===== config.mk =====
export PLATFORM = sky130hd
export DESIGN_NAME = writeback_stage_flat
export DESIGN_NICKNAME = d
export VERILOG_FILES = /design/src/rtl/rv_pkg.sv /design/src/rtl/writeback_stage_if.sv /design/src/rtl/load_extract.sv /design/src/rtl/writeback_stage.sv /design/src/flat_wrapper.sv
export SDC_FILE = /design/constraint.sdc
export NUM_CORES = 1
export LEC_CHECK = 0
export ABC_AREA = 1
export CAP_MARGIN = 40
export CORE_AREA = 4 4 273 275
export CTS_BUF_LIST = sky130_fd_sc_hd__clkbuf_16
export CTS_CLUSTER_SIZE = 12
export DETAILED_ROUTE_END_ITERATION = 8
export DIE_AREA = 0 0 277 279
export GPL_TIMING_DRIVEN = 0
export PLACE_DENSITY = 0.42
export SLEW_MARGIN = 5
export SYNTH_ARGS = -nofsm -noshare
export SYNTH_HDL_FRONTEND = slang
export SYNTH_SLANG_ARGS = --single-unit

===== constraint.sdc =====
create_clock -name CLK -period 2.9 [get_ports CLK]
set_input_delay 0.87 -clock CLK [delete_from_list [all_inputs] [get_ports CLK]]
set_output_delay 0.87 -clock CLK [all_outputs]
set_load 0.005 [all_outputs]

===== src/rtl/rv_pkg.sv =====
// Shared RV64 definitions for the writeback stage: opcode and trap-cause
// constants, the trap-sequencing FSM state type and opcode classification helpers.
package rv_pkg;

  localparam int RV_XLEN = 64;

  localparam logic [6:0] OPC_LOAD    = 7'b0000011;
  localparam logic [6:0] OPC_OP      = 7'b0110011;
  localparam logic [6:0] OPC_OPIMM   = 7'b0010011;
  localparam logic [6:0] OPC_OP32    = 7'b0111011;
  localparam logic [6:0] OPC_OPIMM32 = 7'b0011011;
  localparam logic [6:0] OPC_LUI     = 7'b0110111;
  localparam logic [6:0] OPC_AUIPC   = 7'b0010111;
  localparam logic [6:0] OPC_JAL     = 7'b1101111;
  localparam logic [6:0] OPC_JALR    = 7'b1100111;
  localparam logic [6:0] OPC_SYSTEM  = 7'b1110011;
  localparam logic [6:0] OPC_STORE   = 7'b0100011;
  localparam logic [6:0] OPC_BRANCH  = 7'b1100011;
  localparam logic [6:0] OPC_FENCE   = 7'b0001111;

  localparam logic [31:0] INSN_ECALL = 32'h0000_0073;

  localparam logic [RV_XLEN-1:0] CAUSE_ILLEGAL    = 64'd2;
  localparam logic [RV_XLEN-1:0] CAUSE_ECALL_BASE = 64'd8;

  typedef enum logic {
    ST_IDLE  = 1'b0,
    ST_FLUSH = 1'b1
  } wb_state_e;

  function automatic logic opc_supported(input logic [6:0] opc);
    case (opc)
      OPC_LOAD, OPC_OP, OPC_OPIMM, OPC_OP32, OPC_OPIMM32, OPC_LUI, OPC_AUIPC,
      OPC_JAL, OPC_JALR, OPC_SYSTEM, OPC_STORE, OPC_BRANCH, OPC_FENCE: return 1'b1;
      default: return 1'b0;
    endcase
  endfunction

  // SYSTEM only writes rd for the CSR forms; ECALL/EBREAK share funct3 000.
  function automatic logic opc_writes_rd(input logic [6:0] opc, input logic [2:0] funct3);
    case (opc)
      OPC_LOAD, OPC_OP, OPC_OPIMM, OPC_OP32, OPC_OPIMM32, OPC_LUI, OPC_AUIPC,
      OPC_JAL, OPC_JALR: return 1'b1;
      OPC_SYSTEM:        return (funct3[1:0] != 2'b00);
      default:           return 1'b0;
    endcase
  endfunction

endpackage


===== src/rtl/writeback_stage_if.sv =====
// Writeback-stage bus: MEM-stage bundle in, writeback results out.
// WB_INSTRET exists only when WB_INSTRET_EN is defined.
interface writeback_stage_if;
  import rv_pkg::*;

  logic               MEM_V;
  logic [31:0]        MEM_IR;
  logic [RV_XLEN-1:0] MEM_NPC;
  logic [RV_XLEN-1:0] MEM_ALU_RESULT;
  logic [RV_XLEN-1:0] MEM_RDATA;
  logic [RV_XLEN-1:0] MEM_CSR_OLD;
  logic [RV_XLEN-1:0] MEM_CSR_SRC;
  logic [1:0]         PRIVILEGE;

  logic               WB_V;
  logic [31:0]        WB_IR;
  logic [RV_XLEN-1:0] WB_RFD;
  logic [RV_XLEN-1:0] WB_CSRFD;
  logic [RV_XLEN-1:0] WB_ALU_RESULT;
  logic [RV_XLEN-1:0] WB_MEM_RESULT;
  logic               WB_ST_REG;
  logic               WB_ST_CSR;
  logic               WB_CS;
  logic [RV_XLEN-1:0] WB_CAUSE;
  logic               WB_FLUSH;
`ifdef WB_INSTRET_EN
  logic [RV_XLEN-1:0] WB_INSTRET;
`endif

  modport master (
    output MEM_V, MEM_IR, MEM_NPC, MEM_ALU_RESULT, MEM_RDATA, MEM_CSR_OLD,
           MEM_CSR_SRC, PRIVILEGE,
    input  WB_V, WB_IR, WB_RFD, WB_CSRFD, WB_ALU_RESULT, WB_MEM_RESULT,
           WB_ST_REG, WB_ST_CSR, WB_CS, WB_CAUSE, WB_FLUSH
`ifdef WB_INSTRET_EN
    , input WB_INSTRET
`endif
  );

  modport slave (
    input  MEM_V, MEM_IR, MEM_NPC, MEM_ALU_RESULT, MEM_RDATA, MEM_CSR_OLD,
           MEM_CSR_SRC, PRIVILEGE,
    output WB_V, WB_IR, WB_RFD, WB_CSRFD, WB_ALU_RESULT, WB_MEM_RESULT,
           WB_ST_REG, WB_ST_CSR, WB_CS, WB_CAUSE, WB_FLUSH
`ifdef WB_INSTRET_EN
    , output WB_INSTRET
`endif
  );

endinterface


===== src/rtl/load_extract.sv =====
// Combinational load-data lane select and sign/zero extension from an aligned
// doubleword; misaligned addresses simply use the truncated lane.
module load_extract
  import rv_pkg::*;
(
  input  logic [2:0]         i_funct3,
  input  logic [2:0]         i_addr,
  input  logic [RV_XLEN-1:0] i_rdata,
  output logic [RV_XLEN-1:0] o_data
);

  logic [7:0]  w_byte;
  logic [15:0] w_half;
  logic [31:0] w_word;

  assign w_byte = i_rdata[{i_addr, 3'b000} +: 8];
  assign w_half = i_rdata[{i_addr[2:1], 4'b0000} +: 16];
  assign w_word = i_rdata[{i_addr[2], 5'b00000} +: 32];

  always_comb begin
    o_data = i_rdata;
    case (i_funct3)
      3'b000:  o_data = {{(RV_XLEN-8){w_byte[7]}}, w_byte};
      3'b100:  o_data = {{(RV_XLEN-8){1'b0}}, w_byte};
      3'b001:  o_data = {{(RV_XLEN-16){w_half[15]}}, w_half};
      3'b101:  o_data = {{(RV_XLEN-16){1'b0}}, w_half};
      3'b010:  o_data = {{(RV_XLEN-32){w_word[31]}}, w_word};
      3'b110:  o_data = {{(RV_XLEN-32){1'b0}}, w_word};
      default: o_data = i_rdata;
    endcase
  end

endmodule


===== src/rtl/writeback_stage.sv =====
// RV64 writeback stage: registers the MEM bundle into the writeback bus and
// sequences trap entry with a flush FSM. Define WB_INSTRET_EN for WB_INSTRET.
module writeback_stage
  import rv_pkg::*;
#(
  parameter int FLUSH_CYCLES = 3,
  parameter int XLEN         = 64
) (
  input logic              CLK,
  input logic              RESET_N,
  writeback_stage_if.slave bus
);

  localparam logic [3:0] FLUSH_LOAD = 4'(FLUSH_CYCLES - 1);

  logic [6:0]      w_opcode;
  logic [4:0]      w_rd;
  logic [4:0]      w_rs1;
  logic [2:0]      w_funct3;
  logic [XLEN-1:0] w_load_data;

  assign w_opcode = bus.MEM_IR[6:0];
  assign w_rd     = bus.MEM_IR[11:7];
  assign w_funct3 = bus.MEM_IR[14:12];
  assign w_rs1    = bus.MEM_IR[19:15];

  load_extract u_load_extract (
    .i_funct3 (w_funct3),
    .i_addr   (bus.MEM_ALU_RESULT[2:0]),
    .i_rdata  (bus.MEM_RDATA),
    .o_data   (w_load_data)
  );

  wb_state_e       r_state;
  wb_state_e       w_state_nxt;
  logic [3:0]      r_cnt;
  logic [3:0]      w_cnt_nxt;

  logic            w_is_csr;
  logic            w_is_ecall;
  logic            w_acc;
  logic            w_trap;
  logic            w_commit;
  logic            w_st_reg;
  logic            w_st_csr;
  logic [XLEN-1:0] w_cause;
  logic [XLEN-1:0] w_rfd;
  logic [XLEN-1:0] w_csr_new;

  // NOTE: every always_comb output gets a default first, so no path infers a latch.
  always_comb begin
    w_is_csr   = (w_opcode == OPC_SYSTEM) && (w_funct3[1:0] != 2'b00);
    w_is_ecall = (bus.MEM_IR == INSN_ECALL);
    w_acc      = bus.MEM_V && (r_state == ST_IDLE);
    w_trap     = w_acc && (w_is_ecall || !opc_supported(w_opcode));
    w_commit   = w_acc && !w_trap;
    w_st_reg   = w_commit && opc_writes_rd(w_opcode, w_funct3) && (w_rd != 5'd0);
    // CSRRS/CSRRC with rs1/uimm = 0 are pure reads and must not write the CSR.
    w_st_csr   = w_commit && w_is_csr && !(w_funct3[1] && (w_rs1 == 5'd0));
    w_cause    = w_is_ecall ? (CAUSE_ECALL_BASE + {{(XLEN-2){1'b0}}, bus.PRIVILEGE})
                            : CAUSE_ILLEGAL;

    w_rfd = bus.MEM_ALU_RESULT;
    if (w_opcode == OPC_LOAD) begin
      w_rfd = w_load_data;
    end else if ((w_opcode == OPC_JAL) || (w_opcode == OPC_JALR)) begin
      w_rfd = bus.MEM_NPC;
    end else if ((w_opcode == OPC_SYSTEM) && (w_funct3 != 3'b000)) begin
      w_rfd = bus.MEM_CSR_OLD;
    end

    w_csr_new = bus.MEM_CSR_OLD;
    case (w_funct3[1:0])
      2'b01:   w_csr_new = bus.MEM_CSR_SRC;
      2'b10:   w_csr_new = bus.MEM_CSR_OLD | bus.MEM_CSR_SRC;
      2'b11:   w_csr_new = bus.MEM_CSR_OLD & ~bus.MEM_CSR_SRC;
      default: w_csr_new = bus.MEM_CSR_OLD;
    endcase
  end

  always_comb begin
    w_state_nxt = r_state;
    w_cnt_nxt   = r_cnt;
    case (r_state)
      ST_IDLE: begin
        if (w_trap) begin
          w_state_nxt = ST_FLUSH;
          w_cnt_nxt   = FLUSH_LOAD;
        end
      end
      ST_FLUSH: begin
        if (r_cnt == 4'd0) begin
          w_state_nxt = ST_IDLE;
        end else begin
          w_cnt_nxt = r_cnt - 4'd1;
        end
      end
    endcase
  end

  // NOTE: state and outputs use <= so every register samples pre-edge values.
  always_ff @(posedge CLK or negedge RESET_N) begin
    if (!RESET_N) begin
      r_state <= ST_IDLE;
      r_cnt   <= 4'd0;
    end else begin
      r_state <= w_state_nxt;
      r_cnt   <= w_cnt_nxt;
    end
  end

  logic            r_v;
  logic [31:0]     r_ir;
  logic [XLEN-1:0] r_rfd;
  logic [XLEN-1:0] r_csrfd;
  logic [XLEN-1:0] r_alu;
  logic [XLEN-1:0] r_mem;
  logic            r_st_reg;
  logic            r_st_csr;
  logic            r_cs;
  logic [XLEN-1:0] r_cause;
  logic            r_flush;

  always_ff @(posedge CLK or negedge RESET_N) begin
    if (!RESET_N) begin
      r_v      <= 1'b0;
      r_ir     <= '0;
      r_rfd    <= '0;
      r_csrfd  <= '0;
      r_alu    <= '0;
      r_mem    <= '0;
      r_st_reg <= 1'b0;
      r_st_csr <= 1'b0;
      r_cs     <= 1'b0;
      r_cause  <= '0;
      r_flush  <= 1'b0;
    end else begin
      r_v      <= w_acc;
      r_ir     <= bus.MEM_IR;
      r_rfd    <= w_rfd;
      r_csrfd  <= w_csr_new;
      r_alu    <= bus.MEM_ALU_RESULT;
      r_mem    <= w_load_data;
      r_st_reg <= w_st_reg;
      r_st_csr <= w_st_csr;
      r_cs     <= w_trap;
      r_flush  <= (w_state_nxt == ST_FLUSH);
      if (w_trap) begin
        r_cause <= w_cause;
      end
    end
  end

  assign bus.WB_V          = r_v;
  assign bus.WB_IR         = r_ir;
  assign bus.WB_RFD        = r_rfd;
  assign bus.WB_CSRFD      = r_csrfd;
  assign bus.WB_ALU_RESULT = r_alu;
  assign bus.WB_MEM_RESULT = r_mem;
  assign bus.WB_ST_REG     = r_st_reg;
  assign bus.WB_ST_CSR     = r_st_csr;
  assign bus.WB_CS         = r_cs;
  assign bus.WB_CAUSE      = r_cause;
  assign bus.WB_FLUSH      = r_flush;

`ifdef WB_INSTRET_EN
  logic [XLEN-1:0] r_instret;

  // Counts retirements as seen on the registered bus, so it trails WB_V by a cycle.
  always_ff @(posedge CLK or negedge RESET_N) begin
    if (!RESET_N) begin
      r_instret <= '0;
    end else if (r_v && !r_cs) begin
      r_instret <= r_instret + {{(XLEN-1){1'b0}}, 1'b1};
    end
  end

  assign bus.WB_INSTRET = r_instret;
`endif

endmodule


===== src/flat_wrapper.sv =====
// flat-port wrapper written by rule: the top's interface ports become plain ports
module writeback_stage_flat import rv_pkg::*;
#(
  parameter int FLUSH_CYCLES = 3,
  parameter int XLEN         = 64
)
  (CLK, RESET_N, bus_MEM_V, bus_MEM_IR, bus_MEM_NPC, bus_MEM_ALU_RESULT, bus_MEM_RDATA, bus_MEM_CSR_OLD, bus_MEM_CSR_SRC, bus_PRIVILEGE, bus_WB_V, bus_WB_IR, bus_WB_RFD, bus_WB_CSRFD, bus_WB_ALU_RESULT, bus_WB_MEM_RESULT, bus_WB_ST_REG, bus_WB_ST_CSR, bus_WB_CS, bus_WB_CAUSE, bus_WB_FLUSH);
  writeback_stage_if bus_i ();
  input logic CLK;
  input logic RESET_N;
  input wire logic [$bits(bus_i.MEM_V)-1:0] bus_MEM_V;
  input wire logic [$bits(bus_i.MEM_IR)-1:0] bus_MEM_IR;
  input wire logic [$bits(bus_i.MEM_NPC)-1:0] bus_MEM_NPC;
  input wire logic [$bits(bus_i.MEM_ALU_RESULT)-1:0] bus_MEM_ALU_RESULT;
  input wire logic [$bits(bus_i.MEM_RDATA)-1:0] bus_MEM_RDATA;
  input wire logic [$bits(bus_i.MEM_CSR_OLD)-1:0] bus_MEM_CSR_OLD;
  input wire logic [$bits(bus_i.MEM_CSR_SRC)-1:0] bus_MEM_CSR_SRC;
  input wire logic [$bits(bus_i.PRIVILEGE)-1:0] bus_PRIVILEGE;
  output wire logic [$bits(bus_i.WB_V)-1:0] bus_WB_V;
  output wire logic [$bits(bus_i.WB_IR)-1:0] bus_WB_IR;
  output wire logic [$bits(bus_i.WB_RFD)-1:0] bus_WB_RFD;
  output wire logic [$bits(bus_i.WB_CSRFD)-1:0] bus_WB_CSRFD;
  output wire logic [$bits(bus_i.WB_ALU_RESULT)-1:0] bus_WB_ALU_RESULT;
  output wire logic [$bits(bus_i.WB_MEM_RESULT)-1:0] bus_WB_MEM_RESULT;
  output wire logic [$bits(bus_i.WB_ST_REG)-1:0] bus_WB_ST_REG;
  output wire logic [$bits(bus_i.WB_ST_CSR)-1:0] bus_WB_ST_CSR;
  output wire logic [$bits(bus_i.WB_CS)-1:0] bus_WB_CS;
  output wire logic [$bits(bus_i.WB_CAUSE)-1:0] bus_WB_CAUSE;
  output wire logic [$bits(bus_i.WB_FLUSH)-1:0] bus_WB_FLUSH;
  assign bus_i.MEM_V = bus_MEM_V;
  assign bus_i.MEM_IR = bus_MEM_IR;
  assign bus_i.MEM_NPC = bus_MEM_NPC;
  assign bus_i.MEM_ALU_RESULT = bus_MEM_ALU_RESULT;
  assign bus_i.MEM_RDATA = bus_MEM_RDATA;
  assign bus_i.MEM_CSR_OLD = bus_MEM_CSR_OLD;
  assign bus_i.MEM_CSR_SRC = bus_MEM_CSR_SRC;
  assign bus_i.PRIVILEGE = bus_PRIVILEGE;
  assign bus_WB_V = bus_i.WB_V;
  assign bus_WB_IR = bus_i.WB_IR;
  assign bus_WB_RFD = bus_i.WB_RFD;
  assign bus_WB_CSRFD = bus_i.WB_CSRFD;
  assign bus_WB_ALU_RESULT = bus_i.WB_ALU_RESULT;
  assign bus_WB_MEM_RESULT = bus_i.WB_MEM_RESULT;
  assign bus_WB_ST_REG = bus_i.WB_ST_REG;
  assign bus_WB_ST_CSR = bus_i.WB_ST_CSR;
  assign bus_WB_CS = bus_i.WB_CS;
  assign bus_WB_CAUSE = bus_i.WB_CAUSE;
  assign bus_WB_FLUSH = bus_i.WB_FLUSH;
  writeback_stage #(.FLUSH_CYCLES(FLUSH_CYCLES), .XLEN(XLEN)) u_core (.CLK(CLK), .RESET_N(RESET_N), .bus(bus_i));
endmodule

# Yosys cells after proc, flatten, opt, wreduce, memory -nomap -nowiden
# Index checks and enable logic that the tools add are counted.
op_classes:
  n_addsub: 2
  eq_ne: 24
  shifts: 3
  mux: 14
  n_bitwise: 4
  n_reduce_logical: 24
ops:
  columns: ["operator", "count"]
  rows:
  - ["$pmux 64 s6", 1]
  - ["$mux 64", 4]
  - ["$pmux 64 s3", 1]
  - ["$and 64x64->64", 1]
  - ["$not 64->64", 1]
  - ["$or 64x64->64", 1]
  - ["$shiftx 64x7->16", 1]
  - ["$shiftx 64x7->32", 1]
  - ["$shiftx 64x7->8", 1]
  - ["$eq 32x7->1 const B", 1]
  - ["$eq 7x6->1 const B", 4]
  - ["$eq 7x7->1 const B", 4]
  - ["$eq 7x5->1 const B", 3]
  - ["$reduce_or 13->1", 1]
  - ["$logic_and 1x1->1", 10]
  - ["$eq 3x3->1 const B", 3]
  - ["$reduce_or 9->1", 1]
  - ["$mux 4", 2]
  - ["$pmux 4 s2", 1]
  - ["$eq 7x2->1 const B", 1]
  - ["$eq 7x4->1 const B", 1]
  - ["$add 4x2->5 const A", 1]
  - ["$logic_not 5->1", 1]
  - ["$reduce_bool 5->1", 1]
  - ["17 further kinds", 24]
word_totals:
  ff_bits: 361
  out_inout_bits: 357
  elab_cells: 83

# Longest topological paths before layout
# Gate-level depths: netlist of the first run.
logic_depth:
  word_depth: 10
  ltp_mapped: 13
  depth_no_buf: 12

# Modules after synthesis
# From an unflattened synthesis of the first run, not the netlist that was laid out.
unflattened:
  cells_unflattened: 1664
  hier_area_um2: 14127.3
by_module_without_submodules:
  columns: ["mod", "instances", "cells_each", "area_per_inst_um2"]
  rows:
  - ["writeback_stage", 1, 1182, 11923.9]
  - ["load_extract", 1, 482, 2203.4]

# Worst setup path after synthesis of the first run
# No wires, ideal clock.
synth_timing:
  path_type: "input to register"
  start: "in bus_MEM_IR[1]"
  end: "reg u_core.r_rfd[53] (netlist: u_core.bus.WB_RFD[53])"
  t_arrival_ns: 1.967
  t_required_ns: 2.783
  path_slack_ns: 0.816
  path_stages: 10
  n_path_buf: 2
  cell_sequence: "nand2_1 > nor2_4 > nand3_2 > buf_6 > buf_2 > or2_0 > o21ai_0 > o21ai_0 > inv_1 > nand2_1"
synth_between:
  elab_chain_cells: 5
  word_cells_on_any_way: 9
  cone_classes: "eq/ne: 4; mux: 3; reduce/logical: 2"
synth_rtl:
  columns: ["element", "line_no", "source"]
  rows:
  - ["start, declared", "flat_wrapper.sv:12", "input wire logic [$bits(bus_i.MEM_IR)-1:0] bus_MEM_IR;"]
  - ["$eq 7x7->1", "writeback_stage.sv:68", "end else if ((w_opcode == OPC_SYSTEM) && (w_funct3 != 3'b000)) begin"]
  - ["$logic_and 1x1->1", "writeback_stage.sv:68", null]
  - ["$mux 64", "writeback_stage.sv:68", null]
  - ["$mux 64", "writeback_stage.sv:66", "end else if ((w_opcode == OPC_JAL) || (w_opcode == OPC_JALR)) begin"]
  - ["$mux 64 *", "writeback_stage.sv:64", "if (w_opcode == OPC_LOAD) begin"]
  - ["named net u_core.w_rfd[53]", "writeback_stage.sv:47", "logic [XLEN-1:0] w_rfd;"]
  - ["end signal, assigned", "writeback_stage.sv:140", "r_rfd <= w_rfd;"]
  - ["end, declared", "writeback_stage.sv:114", "logic [XLEN-1:0] r_rfd;"]
# Mark *: on every way through the listed nets, which the timed path passes. The rest lies on a longest branch.
# A chain may end at the register's enable or synchronous reset.

# Worst setup path in the final report of the first run
layout_timing:
  start: "in bus_MEM_ALU_RESULT[2]"
  end: "reg u_core.r_rfd[4] (netlist: u_core.bus.WB_RFD[4])"
layout_between:
  elab_chain_cells: 3
  word_cells_on_any_way: 5
  cone_classes: "shift: 3; mux: 2"
layout_rtl:
  columns: ["element", "line_no", "source"]
  rows:
  - ["start, declared", "flat_wrapper.sv:14", "input wire logic [$bits(bus_i.MEM_ALU_RESULT)-1:0] bus_MEM_ALU_RESULT;"]
  - ["$shiftx 64x7->32 (tied with other cells)", "load_extract.sv:18", "assign w_word = i_rdata[{i_addr[2], 5'b00000} +: 32];"]
  - ["$pmux 64 s6 *", "load_extract.sv:22", "case (i_funct3)"]
  - ["named net u_core.u_load_extract.o_data[4]", "load_extract.sv:9", "output logic [RV_XLEN-1:0] o_data"]
  - ["$mux 64 *", "writeback_stage.sv:64", null]
  - ["named net u_core.w_rfd[4]", "writeback_stage.sv:47", null]
# Marked as above.

==> results by group, run 1 <==
Yosys
  • Number of warning messages in the yosys log: 0
  • Cell count after synthesis: 1652
  • Part of the Yosys area used for sequential elements: 0.5411
  • Number of enable flip-flop cells after synthesis: 0
  • Top FF cell, synth: sky130_fd_sc_hd__dfrtp_1
  • Share of async-settable or async-resettable flops after synthesis: 1.000
  • Distinct cells, synth: 39
  • Syn_area_per_cell: 8.398 µm²
  • Post-Syn Area: 0.01387 mm²
  • Synth Register Bits: 300

Global routing
  • Wire length of the first global-routing pass: 120000 µm
  • Antenna violations before repair: 14
  • Total track usage: 0.2157
  • Global-route congestion overflow total: 0
  • Via count of the first global-routing pass: 15444
  • Largest net degree at the start of global routing: 108

Timing
  • Max Clk Rate: 0.3486 GHz
  • Shortest clock period the worst path allows after layout: 2.869 ns
  • Max-slew violation count: 0
  • Skew final: 0.004412 ns
  • Worst setup margin: 0.03118 ns
  • Sum Neg Setup Slack: 0 ns
  • Slew at the pin closest to its max-slew limit: 0.6491 ns
  • Post-route clock period utilization: 0.9892
  • Slew margin rel.: 0.5672
  • Final Hold Slack: 0.1925 ns
  • Total count of hold-check failures in the final report: 0
  • Setup violation total in the final timing report: 0
  • RSZ-0062 raised after global routing: false

CTS
  • Buffer depth of the longest clock path: 3
  • Clock transition at path regs: 0.06 ns
  • Clock network latency to the later pin of the worst-skew pair: 0.56 ns
  • Clock net sink count: 300
  • Clock tree root driver cell: sky130_fd_sc_hd__clkbuf_16
  • Depth of the CTS H-tree: 2
  • Number of CTS-inserted buffers: 41
  • Hold-fix buffers, CTS: 0
  • Clock tree from TritonCTS: done

Worst setup path
  • Max Fanout on Critical Path: 10
  • Cell type of the slowest stage on the worst timing path: sky130_fd_sc_hd__clkdlybuf4s50_1
  • Count of buffering cells on the critical path with inverters included: 3
  • WP data arrival: 3.30 ns
  • Worst setup SP type: input pin
  • Type of the setup path with the least slack: input pin to flip-flop
  • Crit path cell chain: clkdlybuf4s50_1, buf_2, buf_2, a21oi_1, nand2_1, nand4_1, nand2_1, nand3_1
  • Setup crit end kind: flip-flop
  • Crit-path max cell delay: 0.68 ns
  • Data required, critical path: 3.34 ns
  • Gate family responsible for the most delay along the worst path: buffers and inverters

Pwr
  • Power density over the cells: 531.0 mW/mm²
  • Leakage power total: 0.01047 µW
  • Worst VDD drop: 0.4178 mV

Routing
  • Post-detailed-routing wire length: 86900 µm
  • Initial DRC count: 903
  • Post-detailed-route via-to-cell ratio: 4.305
  • Post-DRT Antenna Nets: 0
  • DRC: 0
  • Pre-antenna DRT Iters: 8
  • Routed length per instance: 25.47 µm
  • Vias post-DR: 14689

Die
  • Cell Rows: 99
  • Initial Util: 0.1918
  • Die footprint: 0.07728 mm²
  • Chip width: 277 µm
  • Height of the chip: 279 µm
  • Number of top-level pins: 714
  • Placeable core region: 0.07234 mm²

Place
  • Worst Setup Slack post-DPL: -1.174 ns
  • Final weighted congestion in routability-driven placement: 0.8937
  • Number of port buffers: 652
  • Half-perimeter wire length of the detailed placement result: 71210 µm

Min path
  • Path class of the lowest-slack min-delay path: input pin to async pin

Layout
  • Final nets: 2771
  • Fraction of final layout cells with drive strength greater than 1: 0.1121
  • Layout-stage area growth over the synthesis result: 68.22%
  • Util after Layout: 0.3226

Run
  • Max-cap check violation count: 0

Status
  • Result of the run: finished, final reports clean
==> path summary, 6_finish.rpt <==
kind	start	endpoint	slack (ns)	cells past startpoint
max	bus_MEM_ALU_RESULT[2]	u_core.bus.WB_RFD[4]$_DFF_PN0_	0.03	8
min	RESET_N	u_core.bus.WB_IR[25]$_DFF_PN0_	0.19	1
max reg2reg	u_core.r_cnt[0]$_DFFE_PN0P_	u_core.r_cnt[2]$_DFFE_PN0P_	1.22	9
min reg2reg	u_core.bus.WB_CAUSE[3]$_DFFE_PN0P_	u_core.bus.WB_CAUSE[3]$_DFFE_PN0P_	0.48	2
max in group asynchronous	RESET_N	u_core.bus.WB_ALU_RESULT[27]$_DFF_PN0_	1.81	2
min in group CLK	u_core.bus.WB_CAUSE[3]$_DFFE_PN0P_	u_core.bus.WB_CAUSE[3]$_DFFE_PN0P_	0.48	2
==> power breakdown <==
group	switching (µW)	leakage [µW]	total, µW	internal [µW]
Combinational	1370	0.00623	2710	1340
Clock	2090	0.000664	5020	2930
Sequential	128	0.00358	4670	4540
Total	3590	0.0105	12400	8810
==> cells in the final DEF, fill, tap and decap left out, types with 4 or more instances in the layout <==
cell type                         instances
sky130_fd_sc_hd__clkbuf_2                13
sky130_fd_sc_hd__clkdlybuf4s50_1        650
sky130_fd_sc_hd__o21ai_1                 42
sky130_fd_sc_hd__inv_2                   11
sky130_fd_sc_hd__or2_0                   13
sky130_fd_sc_hd__nand3b_1                 7
sky130_fd_sc_hd__bufinv_16                4
sky130_fd_sc_hd__nand2_1                462
sky130_fd_sc_hd__clkbuf_16               41
sky130_fd_sc_hd__conb_1                  61
sky130_fd_sc_hd__diode_2                  9
sky130_fd_sc_hd__nor2_4                   5
sky130_fd_sc_hd__dfrtp_1                300
sky130_fd_sc_hd__o21ai_0                153
sky130_fd_sc_hd__nand3_1                171
sky130_fd_sc_hd__a21oi_1                 28
sky130_fd_sc_hd__o22ai_1                  7
sky130_fd_sc_hd__nor3_1                   9
sky130_fd_sc_hd__o211ai_1                15
sky130_fd_sc_hd__or2_2                   48
sky130_fd_sc_hd__buf_4                   72
sky130_fd_sc_hd__nand2_2                  5
sky130_fd_sc_hd__clkinv_1                 9
sky130_fd_sc_hd__nor2_1                  87
sky130_fd_sc_hd__nand4_1                  6
sky130_fd_sc_hd__buf_1                    8
sky130_fd_sc_hd__inv_1                  101
sky130_fd_sc_hd__clkbuf_1                32
sky130_fd_sc_hd__buf_2                   23
sky130_fd_sc_hd__nand3_2                 10
sky130_fd_sc_hd__buf_6                    5
sky130_fd_sc_hd__clkinv_2                11
==> what timing repair did <==
action | in CTS | in global routing
buffers inserted | 0 | 1
gates resized for setup | 20 | 21
setup endpoints to repair | 109 | 40
pin swaps | 0 | 1
==> synthesized netlist by cell type, types with 9 or more instances <==
library cell               number  area (µm²)
sky130_fd_sc_hd__nand3_2       11       110.1
sky130_fd_sc_hd__clkbuf_1      46       172.7
sky130_fd_sc_hd__nand2_1      463        1738
sky130_fd_sc_hd__buf_4         67       503.0
sky130_fd_sc_hd__inv_2          9       33.78
sky130_fd_sc_hd__buf_1          9       33.78
sky130_fd_sc_hd__buf_2         28       140.1
sky130_fd_sc_hd__o21ai_1       43       215.2
sky130_fd_sc_hd__nor3_1        10       50.05
sky130_fd_sc_hd__nand3_1      171       855.8
sky130_fd_sc_hd__inv_1         99       371.6
sky130_fd_sc_hd__o21ai_0      153       765.7
sky130_fd_sc_hd__o211ai_1      15       112.6
sky130_fd_sc_hd__or2_2         48       300.3
sky130_fd_sc_hd__a21oi_1       28       140.1
sky130_fd_sc_hd__or2_0         13       81.33
sky130_fd_sc_hd__dfrtp_1      300        7507
sky130_fd_sc_hd__nor2_1        88       330.3
==> per-layer routing <==
layer | vias up | global-route usage | part of all wire
li1 | 6744 | - | -
met1 | 7206 | 0.2768 | 0.43
met2 | 651 | 0.3713 | 0.49
met3 | 80 | 0.05326 | 0.065
met4 | 8 | 0.04376 | 0.016
met5 | - | 0 | 0.00055
==> area by class of cell <==
type,count,area (µm²)
Tap cell,959,1200
Fill cell,7737,49000
Sequential cell,300,7507
Inverter,109,412.9
Antenna cell,9,22.52
Buffer,155,942.2
Timing Repair Buffer,658,6650
Multi-Input combinational cell,1148,5310
Clock buffer,41,1026
Clock inverter,33,266.5
==> cells by family (layout without fill, tap and decap cells) <==
| group | after synthesis | in the layout | share of synthesized area |
|---|---|---|---|
| AO/OA/AOI/OAI | 254 | 254 | 0.09776 |
| adder cells (fa/ha/maj) | 1 | 1 | 0.0009017 |
| buffers and inverters | 264 | 996 | 0.09479 |
| flip-flops | 300 | 300 | 0.5411 |
| multiplexers | 1 | 1 | 0.0007215 |
| other | 1 | 70 | 0.0002703 |
| AND/OR/NAND/NOR | 831 | 831 | 0.2644 |
==> sequential cells by signal, summed over array words and instances (netlist names) <==
name,count
u_core.bus.WB_ALU_RESULT,64
u_core.bus.WB_CAUSE,3
u_core.bus.WB_CS,1
u_core.bus.WB_CSRFD,64
u_core.bus.WB_IR,32
u_core.bus.WB_MEM_RESULT,64
u_core.bus.WB_RFD,64
u_core.bus.WB_ST_CSR,1
u_core.bus.WB_ST_REG,1
u_core.bus.WB_V,1
u_core.r_cnt,4
u_core.r_state,1
==> stage by stage <==
stage	cell area, µm²	std cells	total power [µW]
final	23340	3412	12390
after global routing	23320	3407	12950
after CTS	23280	3402	12590
after detailed placement	21940	3328	7451
after global placement	21820	3323	7435
after floorplan	14100	1712	5510
Note: power is estimated with default switching activity, not from simulation.
==> run 2: changes to the inputs <==
- CTS_CLUSTER_SIZE: 12 -> unset
==> results by group, run 2 (synthesis results as in run 1) <==
Layout
  • Fraction of final layout cells with drive strength greater than 1: 0.1120 (about the same)
  • Final nets: 2774 (+0.11%)
  • Most common cell after layout, fill and taps aside: sky130_fd_sc_hd__clkdlybuf4s50_1
  • Final standard cell count with taps included and fillers excluded: 3413 (+0.029%)
  • Layout-stage area growth over the synthesis result: 68.24% (about the same)
  • Most used cells in the layout excluding fill and tap cells: sky130_fd_sc_hd__clkdlybuf4s50_1, sky130_fd_sc_hd__nand2_1, sky130_fd_sc_hd__dfrtp_1

Timing
  • Total count of hold-check failures in the final report: 0 (unchanged)
  • Slew at the pin closest to its max-slew limit: 0.6679 ns (+0.01873 ns)
  • Skew final: 0.003709 ns (-0.0007031 ns)
  • Post-route clock period utilization: 0.9859 (-0.003365)
  • Max-slew violation count: 0 (unchanged)
  • Worst setup margin: 0.04093 ns (+0.009759 ns)
  • Slew margin rel.: 0.5547 (-0.01249)
  • Final Hold Slack: 0.1862 ns (-0.006267 ns)
  • RSZ-0062 raised after global routing: false
  • Sum Neg Setup Slack: 0 ns (unchanged)
  • Max Clk Rate: 0.3498 GHz (+0.34%)
  • Shortest clock period the worst path allows after layout: 2.859 ns (-0.009759 ns)
  • Setup violation total in the final timing report: 0 (unchanged)

Pwr
  • Share of power burned in registers: 0.379 (+0.002)
  • Power density over the cells: 527.8 mW/mm² (-0.61%)
  • Switching pwr: 3573 µW (-0.34%)
  • Leakage power total: 0.01048 µW (about the same)
  • Worst VDD drop: 0.4195 mV (+0.41%)
  • Logic gate share of total power: 0.220 (about the same)
  • Net switching fraction of the power: 0.2901 (+0.0007383)
  • Share of power burned in the clock network: 0.401 (-0.004)
  • Internal power component: 8745 µW (-0.70%)

Global routing
  • Via count of the first global-routing pass: 15472 (+0.18%)
  • Global-route congestion overflow total: 0 (unchanged)
  • Met2 demand-to-capacity share in global routing: 0.3722 (+0.0009546)
  • Routing layer with the top usage in global route: met2
  • Wire length of the first global-routing pass: 120000 µm (unchanged)
  • Met1 track demand over resource in global routing: 0.2774 (+0.0005748)
  • Global-route met3 utilization: 0.04992 (-0.003344)
  • Largest net degree at the start of global routing: 108 (unchanged)
  • Total track usage: 0.2155 (about the same)
  • Antenna violations before repair: 15 (+1)

Routing
  • Initial DRC count: 985 (+9.1%)
  • Post-detailed-routing wire length: 86980 µm (about the same)
  • DRC: 0 (unchanged)
  • Vias post-DR: 14731 (+0.29%)
  • Routed length per instance: 25.48 µm (about the same)
  • Post-detailed-route via-to-cell ratio: 4.316 (+0.26%)
  • Post-DRT Antenna Nets: 0 (unchanged)
  • Pre-antenna DRT Iters: 6 (-2)

Worst setup path
  • Data required, critical path: 3.32 ns (-0.02 ns)
  • Setup crit end kind: flip-flop
  • WP data arrival: 3.28 ns (-0.02 ns)
  • Worst setup SP type: input pin
  • Max Fanout on Critical Path: 10 (unchanged)
  • Type of the setup path with the least slack: input pin to flip-flop

Die
  • Chip width: 277 µm (unchanged)
  • Placeable core region: 0.07234 mm² (unchanged)
  • Height of the chip: 279 µm (unchanged)
  • Number of top-level pins: 714 (unchanged)
  • Cell Rows: 99 (unchanged)
  • Die footprint: 0.07728 mm² (unchanged)
  • Initial Util: 0.1918 (unchanged)

Status
  • Result of the run: finished, final reports clean

Place
  • Worst Setup Slack post-DPL: -1.174 ns (unchanged)
  • Final weighted congestion in routability-driven placement: 0.8937 (unchanged)
  • Number of port buffers: 652 (unchanged)
  • Half-perimeter wire length of the detailed placement result: 71210 µm (unchanged)
  • Number of instances in the placed design: 3328 (unchanged)

CTS
  • Clock tree from TritonCTS: done
  • Buffer depth of the longest clock path: 3 (unchanged)
  • Clock transition at path regs: 0.06 ns (about the same)
  • Clock network latency to the later pin of the worst-skew pair: 0.56 ns (about the same)
  • Depth of the CTS H-tree: 2 (unchanged)
  • Clock tree root driver cell: sky130_fd_sc_hd__clkbuf_16
  • Clock net sink count: 300 (unchanged)
  • Hold-fix buffers, CTS: 0 (unchanged)
  • Number of CTS-inserted buffers: 40 (-2.4%)

Run
  • Max-cap check violation count: 0 (unchanged)

Min path
  • Path class of the lowest-slack min-delay path: input pin to async pin
==> run 2: final timing paths <==
| path | start | endpoint | slack (ns) | depth (start not counted) |
|---|---|---|---|---|
| setup / recovery | bus_MEM_ALU_RESULT[2] | u_core.bus.WB_RFD[4]$_DFF_PN0_ | 0.04 | 8 |
| hold / removal | RESET_N | u_core.bus.WB_IR[25]$_DFF_PN0_ | 0.19 | 1 |
| setup reg to reg | u_core.r_cnt[0]$_DFFE_PN0P_ | u_core.r_cnt[2]$_DFFE_PN0P_ | 1.24 | 9 |
| hold reg to reg | u_core.bus.WB_CAUSE[3]$_DFFE_PN0P_ | u_core.bus.WB_CAUSE[3]$_DFFE_PN0P_ | 0.48 | 2 |
| max in group asynchronous | RESET_N | u_core.bus.WB_RFD[26]$_DFF_PN0_ | 1.79 | 2 |
| min in group CLK | u_core.bus.WB_CAUSE[3]$_DFFE_PN0P_ | u_core.bus.WB_CAUSE[3]$_DFFE_PN0P_ | 0.48 | 2 |
==> run 2: per-stage QoR <==
step,power [µW],utilization,area [µm²]
after global placement,7435,0.3017,21820
final,12320,0.3227,23340
after detailed placement,7451,0.3033,21940
after CTS,12500,0.3215,23250
after global routing,12850,0.3225,23330
after floorplan,5510,-,14100
==> run 2: layer usage <==
metal	share of wire	vias up
met2	0.49	666
li1	-	6747
met3	0.068	85
met4	0.017	4
met1	0.42	7229
met5	0.00031	-
==> run 2: power by group through the flow <==
stage / Combinational [µW] / Clock (µW) / Sequential [µW]
CTS: 2730 / 5100 / 4670
finish: 2710 / 4940 / 4660
floorplan: 745 / 0 / 4770
detailed placement: 2720 / 0 / 4740
global route: 2920 / 5240 / 4700
global placement: 2690 / 0 / 4750
==> run 2: worst max-delay path, cell delays in order <==
cell and delay, ns:
sky130_fd_sc_hd__clkdlybuf4s50_1 0.66, sky130_fd_sc_hd__buf_2 0.28, sky130_fd_sc_hd__buf_2 0.27, sky130_fd_sc_hd__a21oi_1 0.26, sky130_fd_sc_hd__nand2_1 0.14, sky130_fd_sc_hd__nand4_1 0.47
sky130_fd_sc_hd__nand2_1 0.23, sky130_fd_sc_hd__nand3_1 0.09
==> run 2: layout make-up <==
| cell class | instances | area (µm²) |
|---|---|---|
| Antenna cell | 8 | 20.02 |
| Fill cell | 7746 | 49000 |
| Timing Repair Buffer | 662 | 6693 |
| Inverter | 109 | 412.9 |
| Sequential cell | 300 | 7507 |
| Clock buffer | 40 | 1001 |
| Multi-Input combinational cell | 1148 | 5308 |
| Buffer | 155 | 937.1 |
| Tap cell | 959 | 1200 |
| Clock inverter | 32 | 262.8 |
==> run 2: what timing repair did <==
action / CTS / global route
setup endpoints to repair: 110 / 43
gates resized for setup: 20 / 18
setup buffers: 0 / 5
pin swaps: 0 / 6
==> run 3: changes to the inputs <==
- ABC_AREA: 1 -> unset
==> results by group, run 3 <==
Run
  • Max-cap check violation count: 0 (unchanged)

CTS
  • Clock tree from TritonCTS: done
  • Clock network latency to the later pin of the worst-skew pair: 0.56 ns (about the same)
  • Hold-fix buffers, CTS: 0 (unchanged)
  • Buffer depth of the longest clock path: 3 (unchanged)
  • Depth of the CTS H-tree: 2 (unchanged)
  • Number of CTS-inserted buffers: 41 (+2.5%)
  • Clock tree root driver cell: sky130_fd_sc_hd__clkbuf_16
  • Clock transition at path regs: 0.06 ns (about the same)
  • Clock net sink count: 300 (unchanged)

Layout
  • Final nets: 2323 (-16%)
  • Layout-stage area growth over the synthesis result: 70.97%
  • FILL cells: 7435 (-4.0%)
  • Util after Layout: 0.3269 (+0.004220)
  • Fraction of final layout cells with drive strength greater than 1: 0.1359 (+0.02389)
  • Most used cells in the layout excluding fill and tap cells: sky130_fd_sc_hd__clkdlybuf4s50_1, sky130_fd_sc_hd__dfrtp_1, sky130_fd_sc_hd__a211oi_1
  • Design area: 0.02365 mm² (+1.3%)
  • Most common cell after layout, fill and taps aside: sky130_fd_sc_hd__clkdlybuf4s50_1

Yosys
  • Syn_area_per_cell: 11.62 µm² (+38%)
  • Post-Syn Area: 0.01383 mm² (-0.31%)
  • Portion of synthesized cell area occupied by the leading cell type: 0.5428 (+0.001664)
  • Cell count after synthesis: 1190 (-28%)
  • Number of warning messages in the yosys log: 0 (unchanged)
  • Distinct cells, synth: 61 (+56%)
  • Cell types occupying the most area after synthesis: sky130_fd_sc_hd__dfrtp_1, sky130_fd_sc_hd__a211oi_1, sky130_fd_sc_hd__mux2i_1
  • Most numerous cell types in the synthesized netlist: sky130_fd_sc_hd__dfrtp_1, sky130_fd_sc_hd__a211oi_1, sky130_fd_sc_hd__nor2_1, sky130_fd_sc_hd__buf_4, sky130_fd_sc_hd__mux2i_1
  • Cell type with the largest total area after synthesis: sky130_fd_sc_hd__dfrtp_1
  • Top FF cell, synth: sky130_fd_sc_hd__dfrtp_1
  • Share of async-settable or async-resettable flops after synthesis: 1.000 (unchanged)
  • Synth Register Bits: 300 (unchanged)
  • Part of the Yosys area used for sequential elements: 0.5428 (+0.001664)
  • Top-count cell post-synth: sky130_fd_sc_hd__dfrtp_1
  • Number of enable flip-flop cells after synthesis: 0 (unchanged)

Worst setup path
  • R2R Path End: u_core.bus.WB_CAUSE[1]$_DFFE_PN0P_
  • Type of the setup path with the least slack: input pin to flip-flop
  • Worst reg2reg path startpoint: u_core.r_state$_DFF_PN0_
  • Cell type of the slowest stage on the worst timing path: sky130_fd_sc_hd__or4_4
  • Max Fanout on Critical Path: 10 (unchanged)
  • Data required, critical path: 3.30 ns (-0.02 ns)
  • Count of buffering cells on the critical path with inverters included: 4 (+1)
  • WP data arrival: 3.27 ns (about the same)
  • Worst setup SP type: input pin
  • Crit-path max cell delay: 0.63 ns (-0.03 ns)
  • Cells on worst reg2reg path: 4 (-5)
  • Setup crit end kind: flip-flop
  • Crit path cell chain: clkdlybuf4s50_1, or4_4, a211oi_2, buf_6, buf_12, clkbuf_2, o211ai_1
  • Gate family responsible for the most delay along the worst path: buffers and inverters
  • Worst R2R Setup Slack: 1.16 ns (-0.08 ns)

Die
  • Height of the chip: 279 µm (unchanged)
  • Die footprint: 0.07728 mm² (unchanged)
  • Cell Rows: 99 (unchanged)
  • Initial Util: 0.1912 (-0.0005881)
  • Chip width: 277 µm (unchanged)
  • Number of top-level pins: 714 (unchanged)
  • Placeable core region: 0.07234 mm² (unchanged)

Timing
  • Max Clk Rate: 0.3483 GHz (-0.40%)
  • Post-route clock period utilization: 0.9899 (+0.004006)
  • Slew at the pin closest to its max-slew limit: 0.7970 ns (+0.1291 ns)
  • Skew final: 0.004259 ns (+0.0005500 ns)
  • Final Hold Slack: 0.2376 ns (+0.05142 ns)
  • Max-slew violation count: 0 (unchanged)
  • Setup violation total in the final timing report: 0 (unchanged)
  • Total count of hold-check failures in the final report: 0 (unchanged)
  • Slew margin rel.: 0.4687 (-0.08605)
  • Shortest clock period the worst path allows after layout: 2.871 ns (+0.01162 ns)

Global routing
  • Largest net degree at the start of global routing: 99 (-8.3%)
  • Antenna violations before repair: 37 (+22)
  • Via count of the first global-routing pass: 14057 (-9.1%)
  • Wire length of the first global-routing pass: 114100 µm (-4.9%)
  • Total track usage: 0.2096 (-0.005987)
  • Global-route congestion overflow total: 0 (unchanged)

Status
  • Result of the run: finished, final reports clean

Min path
  • Path class of the lowest-slack min-delay path: input pin to async pin

Routing
  • Pre-antenna DRT Iters: 5 (-1)
  • Routed length per instance: 28.49 µm (+12%)
  • Post-DRT Antenna Nets: 0 (unchanged)
  • Vias post-DR: 13175 (-11%)
  • Post-detailed-route via-to-cell ratio: 4.444 (+3.0%)
  • DRC: 0 (unchanged)
  • Post-detailed-routing wire length: 84480 µm (-2.9%)
  • Initial DRC count: 727 (-26%)

Pwr
  • Worst VDD drop: 0.3346 mV (-20%)
  • Power density over the cells: 529.0 mW/mm² (+0.23%)
  • Power, Total: 12510 µW (+1.5%)
  • Leakage power total: 0.01012 µW (-3.4%)

Place
  • Number of port buffers: 652 (unchanged)
  • Placement Cell Area: 0.02200 mm² (+0.26%)
  • Half-perimeter wire length of the detailed placement result: 68570 µm (-3.7%)
  • Final weighted congestion in routability-driven placement: 0.8210 (-8.1%)
-- run 3: changes by cell type after synthesis, sizes merged, moves of 13 or more --
| cell | before | now |
|---|---|---|
| a2bb2oi | 0 | 15 |
| nand2 | 468 | 17 |
| mux2i | 1 | 71 |
| o211ai | 15 | 31 |
| or2 | 61 | 0 |
| a21o | 0 | 47 |
| o21ai | 198 | 36 |
| and2 | 1 | 66 |
| mux4 | 0 | 13 |
| a211oi | 1 | 136 |
| nand3 | 182 | 3 |
| inv | 108 | 9 |
| a221o | 0 | 15 |
| a22oi | 1 | 31 |
-- run 3: per-layer routing --
layer,share of wire,vias up,GRT usage
li1,-,5864,-
met3,0.082,152,0.07567
met4,0.034,36,0.07864
met2,0.49,604,0.3523
met5,0.0029,-,0
met1,0.39,6519,0.2464
-- run 3: worst reg2reg max path, delay by kind of cell, from the launching register on --
kind               cells  cell delay, ns
AOI/OAI and AO/OA      1            0.20
and+or+nand+nor        3            0.97
DFF                    1            0.47
-- run 3: logic make-up after synthesis --
| kind of cell | count (synthesis) | synth area share |
|---|---|---|
| compound gates | 390 | 0.2149 |
| mux | 95 | 0.08151 |
| flops | 300 | 0.5428 |
| buf+inv | 160 | 0.06966 |
| fa+ha+maj | 2 | 0.001628 |
| simple gates | 241 | 0.08857 |
| xor+xnor | 1 | 0.0006334 |
| other cells | 1 | 0.0002711 |
-- run 3: metrics by stage --
| step | cells | setup TNS, ns | worst slack [ns] |
|---|---|---|---|
| 2_1_floorplan | 1250 | 0 | 0.4191 |
| 3_3_place_gp | 2861 | -4201.33 | -13.30 |
| 3_5_place_dp | 2873 | -169.86 | -1.568 |
| 4_1_cts | 2950 | -0.02761 | -0.02761 |
| 5_1_grt | 2959 | -0.005091 | -0.004324 |
| 6_report | 2965 | 0 | 0.02932 |
-- run 3: final cells by class --
class / instances / area, µm² / share of cell area
Sequential cell: 300 / 7507 / 0.3175
Timing Repair Buffer: 674 / 6837 / 0.2891
Multi-Input combinational cell: 790 / 5699 / 0.2410
Tap cell: 959 / 1200 / 0.05074
Clock buffer: 43 / 1076 / 0.04551
Buffer: 149 / 997.2 / 0.04217
Clock inverter: 29 / 266.5 / 0.01127
Inverter: 9 / 33.78 / 0.001429
Antenna cell: 12 / 30.03 / 0.001270
-- run 3: worst max-delay path by stage --
stage,startpoint,endpoint,slack (ns),cells after the start
final,bus_MEM_IR[2],u_core.bus.WB_RFD[46]$_DFF_PN0_,0.03,7
after global routing,bus_MEM_IR[2],u_core.bus.WB_RFD[13]$_DFF_PN0_,-0.004,7
after CTS,bus_MEM_IR[13],u_core.bus.WB_RFD[21]$_DFF_PN0_,-0.03,8
after detailed placement,bus_MEM_IR[12],u_core.bus.WB_RFD[21]$_DFF_PN0_,-1.57,8
after global placement,RESET_N,u_core.bus.WB_ALU_RESULT[15]$_DFF_PN0_,-13.30,1
after floorplan,bus_MEM_IR[13],u_core.bus.WB_RFD[8]$_DFF_PN0_,0.42,7
-- run 3: power breakdown --
part	leakage (µW)	internal, µW	switching, µW
logic	0.00588	1430	1250
registers	0.00357	4530	125
clock network	0.000680	3120	2060
total	0.0101	9080	3430
-- run 3: what timing repair did --
| item | CTS | global route |
|---|---|---|
| pin swaps | 2 | 1 |
| buffers inserted | 5 | 5 |
| gates resized for setup | 46 | 14 |
| setup endpoints to repair | 168 | 70 |
